$ cat src/rtl/branch_predictor_if.sv
// Fetch/execute-side bundle of the branch predictor: prediction lookup,
// resolution feedback and performance counters.
interface branch_predictor_if #(
    parameter int XLEN = 32
);
    logic [XLEN-1:0] pc_f;
    logic            pred_hit;
    logic            pred_taken;
    logic [XLEN-1:0] pred_target;

    logic            upd_valid;
    logic [XLEN-1:0] upd_pc;
    logic            upd_is_jump;
    logic            upd_taken;
    logic [XLEN-1:0] upd_target;
    logic            upd_pred_taken;
    logic [XLEN-1:0] upd_pred_target;

    logic            mispredict;
    logic [31:0]     br_count;
    logic [31:0]     miss_count;

    modport master (
        output pc_f, upd_valid, upd_pc, upd_is_jump, upd_taken, upd_target,
               upd_pred_taken, upd_pred_target,
        input  pred_hit, pred_taken, pred_target, mispredict, br_count, miss_count
    );

    modport slave (
        input  pc_f, upd_valid, upd_pc, upd_is_jump, upd_taken, upd_target,
               upd_pred_taken, upd_pred_target,
        output pred_hit, pred_taken, pred_target, mispredict, br_count, miss_count
    );
endinterface

$ cat src/rtl/branch_predictor.sv
// Direct-mapped BTB with 2-bit saturating counters: combinational prediction
// at fetch, training from resolved branches, misprediction flag and counters.
module branch_predictor #(
    parameter int ENTRIES = 64,
    parameter int XLEN    = 32
) (
    input logic               clk,
    input logic               rst,
    branch_predictor_if.slave bp
);
    localparam int IDX  = $clog2(ENTRIES);
    localparam int TAGW = XLEN - IDX - 2;

    logic            valid_q  [ENTRIES];
    logic [TAGW-1:0] tag_q    [ENTRIES];
    logic [XLEN-1:0] target_q [ENTRIES];
    logic [1:0]      ctr_q    [ENTRIES];
    logic [31:0]     br_q;
    logic [31:0]     miss_q;

    logic [IDX-1:0]  f_idx;
    logic [IDX-1:0]  u_idx;
    logic [TAGW-1:0] f_tag;
    logic [TAGW-1:0] u_tag;
    logic            f_hit;
    logic            u_hit;

    logic            alloc;
    logic            ctr_we;
    logic            tgt_we;
    logic [1:0]      ctr_d;
    logic            unused_pc_bits;

    assign f_idx = bp.pc_f[IDX+1:2];
    assign f_tag = bp.pc_f[XLEN-1:IDX+2];
    assign u_idx = bp.upd_pc[IDX+1:2];
    assign u_tag = bp.upd_pc[XLEN-1:IDX+2];
    assign unused_pc_bits = ^{bp.pc_f[1:0], bp.upd_pc[1:0]};

    // Prediction reads the pre-update table contents; there is no bypass.
    assign f_hit          = valid_q[f_idx] && (tag_q[f_idx] == f_tag);
    assign u_hit          = valid_q[u_idx] && (tag_q[u_idx] == u_tag);
    assign bp.pred_hit    = f_hit;
    assign bp.pred_taken  = f_hit & ctr_q[f_idx][1];
    assign bp.pred_target = f_hit ? target_q[f_idx] : bp.pc_f + XLEN'(4);

    assign bp.mispredict = bp.upd_valid &
                           ((bp.upd_taken != bp.upd_pred_taken) |
                            (bp.upd_taken & (bp.upd_pred_target != bp.upd_target)));
    assign bp.br_count   = br_q;
    assign bp.miss_count = miss_q;

    always_comb begin
        alloc  = 1'b0;
        ctr_we = 1'b0;
        tgt_we = 1'b0;
        ctr_d  = ctr_q[u_idx];
        if (bp.upd_valid) begin
            if (u_hit) begin
                ctr_we = 1'b1;
                if (bp.upd_is_jump) begin
                    ctr_d  = 2'b11;
                    tgt_we = 1'b1;
                end else if (bp.upd_taken) begin
                    tgt_we = 1'b1;
                    if (ctr_q[u_idx] != 2'b11) ctr_d = ctr_q[u_idx] + 2'd1;
                end else if (ctr_q[u_idx] != 2'b00) begin
                    ctr_d = ctr_q[u_idx] - 2'd1;
                end
            end else if (bp.upd_taken) begin
                // A not-taken miss leaves a possibly aliased entry alone.
                alloc  = 1'b1;
                ctr_we = 1'b1;
                tgt_we = 1'b1;
                ctr_d  = bp.upd_is_jump ? 2'b11 : 2'b10;
            end
        end
    end

    always_ff @(posedge clk) begin
        if (rst) begin
            for (int i = 0; i < ENTRIES; i++) begin
                valid_q[i] <= 1'b0;
                ctr_q[i]   <= 2'b01;
            end
            br_q   <= '0;
            miss_q <= '0;
        end else begin
            if (alloc)          valid_q[u_idx] <= 1'b1;
            if (ctr_we)         ctr_q[u_idx]   <= ctr_d;
            if (bp.upd_valid)   br_q           <= br_q + 32'd1;
            if (bp.mispredict)  miss_q         <= miss_q + 32'd1;
        end
    end

    always_ff @(posedge clk) begin
        if (!rst) begin
            if (alloc)  tag_q[u_idx]    <= u_tag;
            if (tgt_we) target_q[u_idx] <= bp.upd_target;
        end
    end
endmodule

$ cat src/flat_wrapper.sv
// flat-port wrapper written by rule: the top's interface ports become plain ports
module branch_predictor_flat 
#(
    parameter int ENTRIES = 64,
    parameter int XLEN    = 32
)
  (clk, rst, bp_pc_f, bp_upd_valid, bp_upd_pc, bp_upd_is_jump, bp_upd_taken, bp_upd_target, bp_upd_pred_taken, bp_upd_pred_target, bp_pred_hit, bp_pred_taken, bp_pred_target, bp_mispredict, bp_br_count, bp_miss_count);
  branch_predictor_if #(.XLEN(XLEN)) bp_i ();
  input logic clk;
  input logic rst;
  input wire logic [$bits(bp_i.pc_f)-1:0] bp_pc_f;
  input wire logic [$bits(bp_i.upd_valid)-1:0] bp_upd_valid;
  input wire logic [$bits(bp_i.upd_pc)-1:0] bp_upd_pc;
  input wire logic [$bits(bp_i.upd_is_jump)-1:0] bp_upd_is_jump;
  input wire logic [$bits(bp_i.upd_taken)-1:0] bp_upd_taken;
  input wire logic [$bits(bp_i.upd_target)-1:0] bp_upd_target;
  input wire logic [$bits(bp_i.upd_pred_taken)-1:0] bp_upd_pred_taken;
  input wire logic [$bits(bp_i.upd_pred_target)-1:0] bp_upd_pred_target;
  output wire logic [$bits(bp_i.pred_hit)-1:0] bp_pred_hit;
  output wire logic [$bits(bp_i.pred_taken)-1:0] bp_pred_taken;
  output wire logic [$bits(bp_i.pred_target)-1:0] bp_pred_target;
  output wire logic [$bits(bp_i.mispredict)-1:0] bp_mispredict;
  output wire logic [$bits(bp_i.br_count)-1:0] bp_br_count;
  output wire logic [$bits(bp_i.miss_count)-1:0] bp_miss_count;
  assign bp_i.pc_f = bp_pc_f;
  assign bp_i.upd_valid = bp_upd_valid;
  assign bp_i.upd_pc = bp_upd_pc;
  assign bp_i.upd_is_jump = bp_upd_is_jump;
  assign bp_i.upd_taken = bp_upd_taken;
  assign bp_i.upd_target = bp_upd_target;
  assign bp_i.upd_pred_taken = bp_upd_pred_taken;
  assign bp_i.upd_pred_target = bp_upd_pred_target;
  assign bp_pred_hit = bp_i.pred_hit;
  assign bp_pred_taken = bp_i.pred_taken;
  assign bp_pred_target = bp_i.pred_target;
  assign bp_mispredict = bp_i.mispredict;
  assign bp_br_count = bp_i.br_count;
  assign bp_miss_count = bp_i.miss_count;
  branch_predictor #(.ENTRIES(ENTRIES), .XLEN(XLEN)) u_core (.clk(clk), .rst(rst), .bp(bp_i));
endmodule
$ cat config.mk
export PLATFORM = sky130hd
export DESIGN_NAME = branch_predictor_flat
export DESIGN_NICKNAME = d
export VERILOG_FILES = /design/src/rtl/branch_predictor_if.sv /design/src/rtl/branch_predictor.sv /design/src/flat_wrapper.sv
export SDC_FILE = /design/constraint.sdc
export NUM_CORES = 2
export LEC_CHECK = 0
export BUFFER_PORTS_ARGS = -buffer_cell sky130_fd_sc_hd__buf_2
export CAP_MARGIN = 20
export CORE_AREA = 2 2 408 713
export DETAILED_ROUTE_END_ITERATION = 10
export DIE_AREA = 0 0 410 715
export PLACE_DENSITY = 0.77
export SYNTH_ARGS = -nofsm -noshare
export SYNTH_HDL_FRONTEND = slang
export SYNTH_SLANG_ARGS = --single-unit
export TNS_END_PERCENT = 50
$ cat constraint.sdc
create_clock -name clk -period 5.9 [get_ports clk]
set_clock_uncertainty 0.15 [all_clocks]
set_input_delay 0.295 -clock clk [delete_from_list [all_inputs] [get_ports clk]]
set_output_delay 0.295 -clock clk [all_outputs]
set_load 0.02 [all_outputs]
==> out/metrics.csv <==
stage,metric,value,unit
worst_setup_path,worstPathMaxFanout,18,
sta,setup_slack,0.1895,ns
global_route,antenna_found_initial,37,
power,p_clk_share,39.8,%
placed_design,numPortBuffers,230,
yosys,synth_area_leaders,"edfxtp_1 68%, mux4_2 18%, mux2i_1 1.7%, dfxtp_1 1.6%, a221oi_1 1.2%",
worst_setup_path,crit_path_start_kind,register,
global_route,track_usage,38.00,%
route,antenna_left,0,
route,drtIter0Drc,17140,
global_route,grt_pass1_vias,98680,
worst_setup_path,critPathCaptureType,primary output,
yosys,synthCells,8265,
layout,area_growth,14.77,%
sta,fin_tns_setup,0,ns
power,vdd_drop_max,0.2749,mV
power,totalPowerFinal,56.98,mW
yosys,yosysTopAreaCell,edfxtp_1,
yosys,avgSynthCellArea,19.73,um2
sta,slew_headroom,15.17,%
floorplan,die_w,410,um
power,switchingPower,12.90,mW
yosys,syn-cell-area,163100,um2
sta,slew_viol_final,0,
power,comb_power_share,7.6,%
worst_setup_path,crit_chain,"mux4_2, mux4_2, mux4_2, xnor2_1, nand4_1, nor4_1, nand4_1, or4_4, buf_4, mux2_2, buf_2",
yosys,synthFlopType,edfxtp_1,
placed_design,post-place-ws,0.3161,ns
sta,layout_min_cycle_time,5.710,ns
clock_network,h-tree-depth,5,
worst_setup_path,crit_type,reg -> out,
power,p_sw_share,22.63,%
placed_design,dp_hpwl,350700,um
power,pwr-share-seq,52.6,%
floorplan,coreArea,287700,um2
power,intPower,44.08,mW
yosys,ys_seq_area_share,69.93,%
power,power_density,304.5,nW/um2
clock_network,ctsRootBufferMaster,clkbuf_16,
sta,hold_viol_final,0,
clock_network,clock-sinks,3840,
placed_design,globalplace.congestion,0.9738,
clock_network,worstSkewPairLatency,0.95,ns
outcome,status,completed,
worst_setup_path,critPathMaxStageDelay,0.76,ns
route,vias_per_cell,7.558,
global_route,overflow,0,
power,leakage,58.69,nW
layout,drive_gt1_share,32.64,%
global_route,grt_pass1_wl,767500,um
yosys,synth_fp_nets,8402,
yosys,yosysUniqueCellTypes,73,
route,dr_total_vias,97800,
sta,worst_pin_slew,1.268,ns
route,drc,0,
route,first_pass_iters,8,
clock_network,cts_tree,built,
floorplan,io_pins,233,
yosys,async_flop_share,0,%
job,maxCapViolations,0,
sta,fin_crit_sh,96.79,%
sta,rsz0062_at_grt,no,
floorplan,rows,261,
sta,setup_viol,0,
route,wl_per_cell,43.13,um
min_path,hold_class,in -> reg,
yosys,synth_seq_cells,3840,
clock_network,clkTransAtPathRegs,0.07,ns
worst_setup_path,critPathMostFrequentCell,mux4_2,
worst_setup_path,required,5.45,ns
clock_network,cts_made_buffers,329,
clock_network,cts_buffer_depth,4,
floorplan,dieArea,293200,um2
yosys,yosysTopAreaCellShare,68.36,%
floorplan,initial_core_util,56.68,%
floorplan,die_h,715,um
sta,fmax,0.1751,GHz
route,routed_wl,558100,um
worst_setup_path,slowest_stage,mux4_2,
yosys,yosys_warnings,0,
worst_setup_path,cp.arrival,5.27,ns
layout,final_nets,8984,
yosys,synth-edff-count,3712,
layout,num-fill-cells,18120,
global_route,grt_max_degree,133,
==> registers in the layout, indices dropped and copies added (netlist names) <==
signal,flops
u_core.target_q,2048
u_core.bp.br_count,32
u_core.tag_q,1536
u_core.bp.miss_count,32
u_core.valid_q,64
u_core.ctr_q,128
==> critical path, delay by kind of cell (launching register included) <==
kind          cells  cell delay, ns
xor+xnor          1            0.24
buf+inv           2            0.43
flops             1            0.42
mux               4            2.07
simple gates      4            1.18
==> cells in the mapped netlist (16+ instances only) <==
master,number
nor3_1,91
mux2i_1,279
a21oi_1,93
xor2_1,87
clkbuf_1,399
a22o_1,43
and3_1,24
nand4_1,105
nand2_1,120
dfxtp_1,128
edfxtp_1,3712
nor4_1,88
mux2_2,58
nor2_1,205
mux4_2,1273
or3b_2,30
buf_2,173
o21ai_0,83
a22oi_1,189
nand3_1,72
a31o_2,64
a31oi_1,17
or3_1,19
buf_1,86
and4_1,16
a221o_1,20
o22ai_1,188
a221oi_1,227
o22a_1,48
xnor2_1,73
inv_1,75
==> power groups by stage <==
stage / sequential (mW) / clock [mW] / combinational (mW)
final: 30.0 / 22.7 / 4.34
after floorplan: 30.5 / 0 / 2.27
after CTS: 30.0 / 22.8 / 4.19
after global placement: 30.5 / 0 / 4.02
after detailed placement: 30.6 / 0 / 4.11
after global routing: 29.9 / 23.7 / 4.43
==> logic make-up after synthesis <==
kind of cell	Yosys count	share of synthesized area, %
XOR/XNOR	160	0.8594
buffers and inverters	753	1.928
adder cells (fa/ha/maj)	3	0.02302
AO/OA/AOI/OAI	1059	4.839
flip-flops	3840	69.93
multiplexers	1611	19.70
AND/OR/NAND/NOR	839	2.719
==> repair_timing <==
item / in CTS / in global routing
endpoints found under the hold margin: 2204 / 448
setup buffers: 0 / 0
gates resized for setup: 0 / 0
hold buffers: 41 / 7
==> metrics by stage <==
| step | hold WS, ns | utilization (%) | std cells | area (um2) |
|---|---|---|---|---|
| final | 0.01322 | 65.05 | 12940 | 187100 |
| after global routing | 0.02205 | 65.04 | 12930 | 187100 |
| after CTS | 0.006312 | 64.95 | 12900 | 186900 |
| after floorplan | 0.2439 | - | 8265 | 163100 |
| after detailed placement | 0.3272 | 60.98 | 12270 | 175400 |
| after global placement | 0.3194 | 60.98 | 12270 | 175400 |
==> routing by layer <==
| metal | track usage (%) | up-vias | wire (um) |
|---|---|---|---|
| met5 | 0 | - | 164 |
| met4 | 34.32 | 22 | 63650 |
| met3 | 9.565 | 2630 | 63060 |
| met2 | 62.22 | 8783 | 272800 |
| met1 | 40.60 | 49790 | 158500 |
| li1 | - | 36580 | - |
==> layout by cell type, fill, tap and decap left out, drive strengths merged, types with 43 or more instances in the layout <==
| cell | synthesis | final |
|---|---|---|
| o22ai | 188 | 188 |
| nand3 | 72 | 72 |
| a22oi | 189 | 189 |
| buf | 277 | 878 |
| inv | 75 | 92 |
| clkbuf | 399 | 367 |
| edfxtp | 3712 | 3712 |
| o22a | 48 | 48 |
| a221oi | 227 | 227 |
| mux2 | 59 | 59 |
| o21ai | 83 | 83 |
| a31o | 64 | 64 |
| nand2 | 120 | 120 |
| mux2i | 279 | 279 |
| bufinv | 0 | 46 |
| dfxtp | 128 | 128 |
| nor4 | 88 | 88 |
| clkinv | 2 | 143 |
| xnor2 | 73 | 73 |
| xor2 | 87 | 87 |
| a22o | 43 | 43 |
| nor2 | 205 | 205 |
| dlygate4sd3 | 0 | 48 |
| a21oi | 93 | 93 |
| mux4 | 1273 | 1273 |
| nor3 | 91 | 91 |
| nand4 | 105 | 105 |
==> worst paths after layout <==
| check | startpoint | to | slack [ns] | depth (start not counted) |
|---|---|---|---|---|
| worst max-delay path | u_core.tag_q[35][1] | bp_pred_target[1] | 0.19 | 11 |
| worst min-delay path | bp_upd_target[4] | u_core.target_q[60][4] | 0.01 | 2 |
| worst max register to register | u_core.tag_q[40][20] | u_core.target_q[14][25] | 0.66 | 14 |
| worst min register to register | u_core.valid_q[11] | u_core.valid_q[11] | 0.34 | 2 |
==> cell type report <==
| class | count | area (um2) | share of cell area [%] |
|---|---|---|---|
| sequential | 3840 | 114000 | 60.93 |
| multi-input combinational | 3672 | 46880 | 25.05 |
| timing repair buffer | 927 | 10110 | 5.401 |
| clock buffer | 366 | 8531 | 4.558 |
| tap | 3813 | 4771 | 2.549 |
| clock inverter | 224 | 2486 | 1.328 |
| inverter | 77 | 291.5 | 0.1558 |
| antenna | 21 | 52.55 | 0.02808 |
Power figures use the tool's default switching activity.
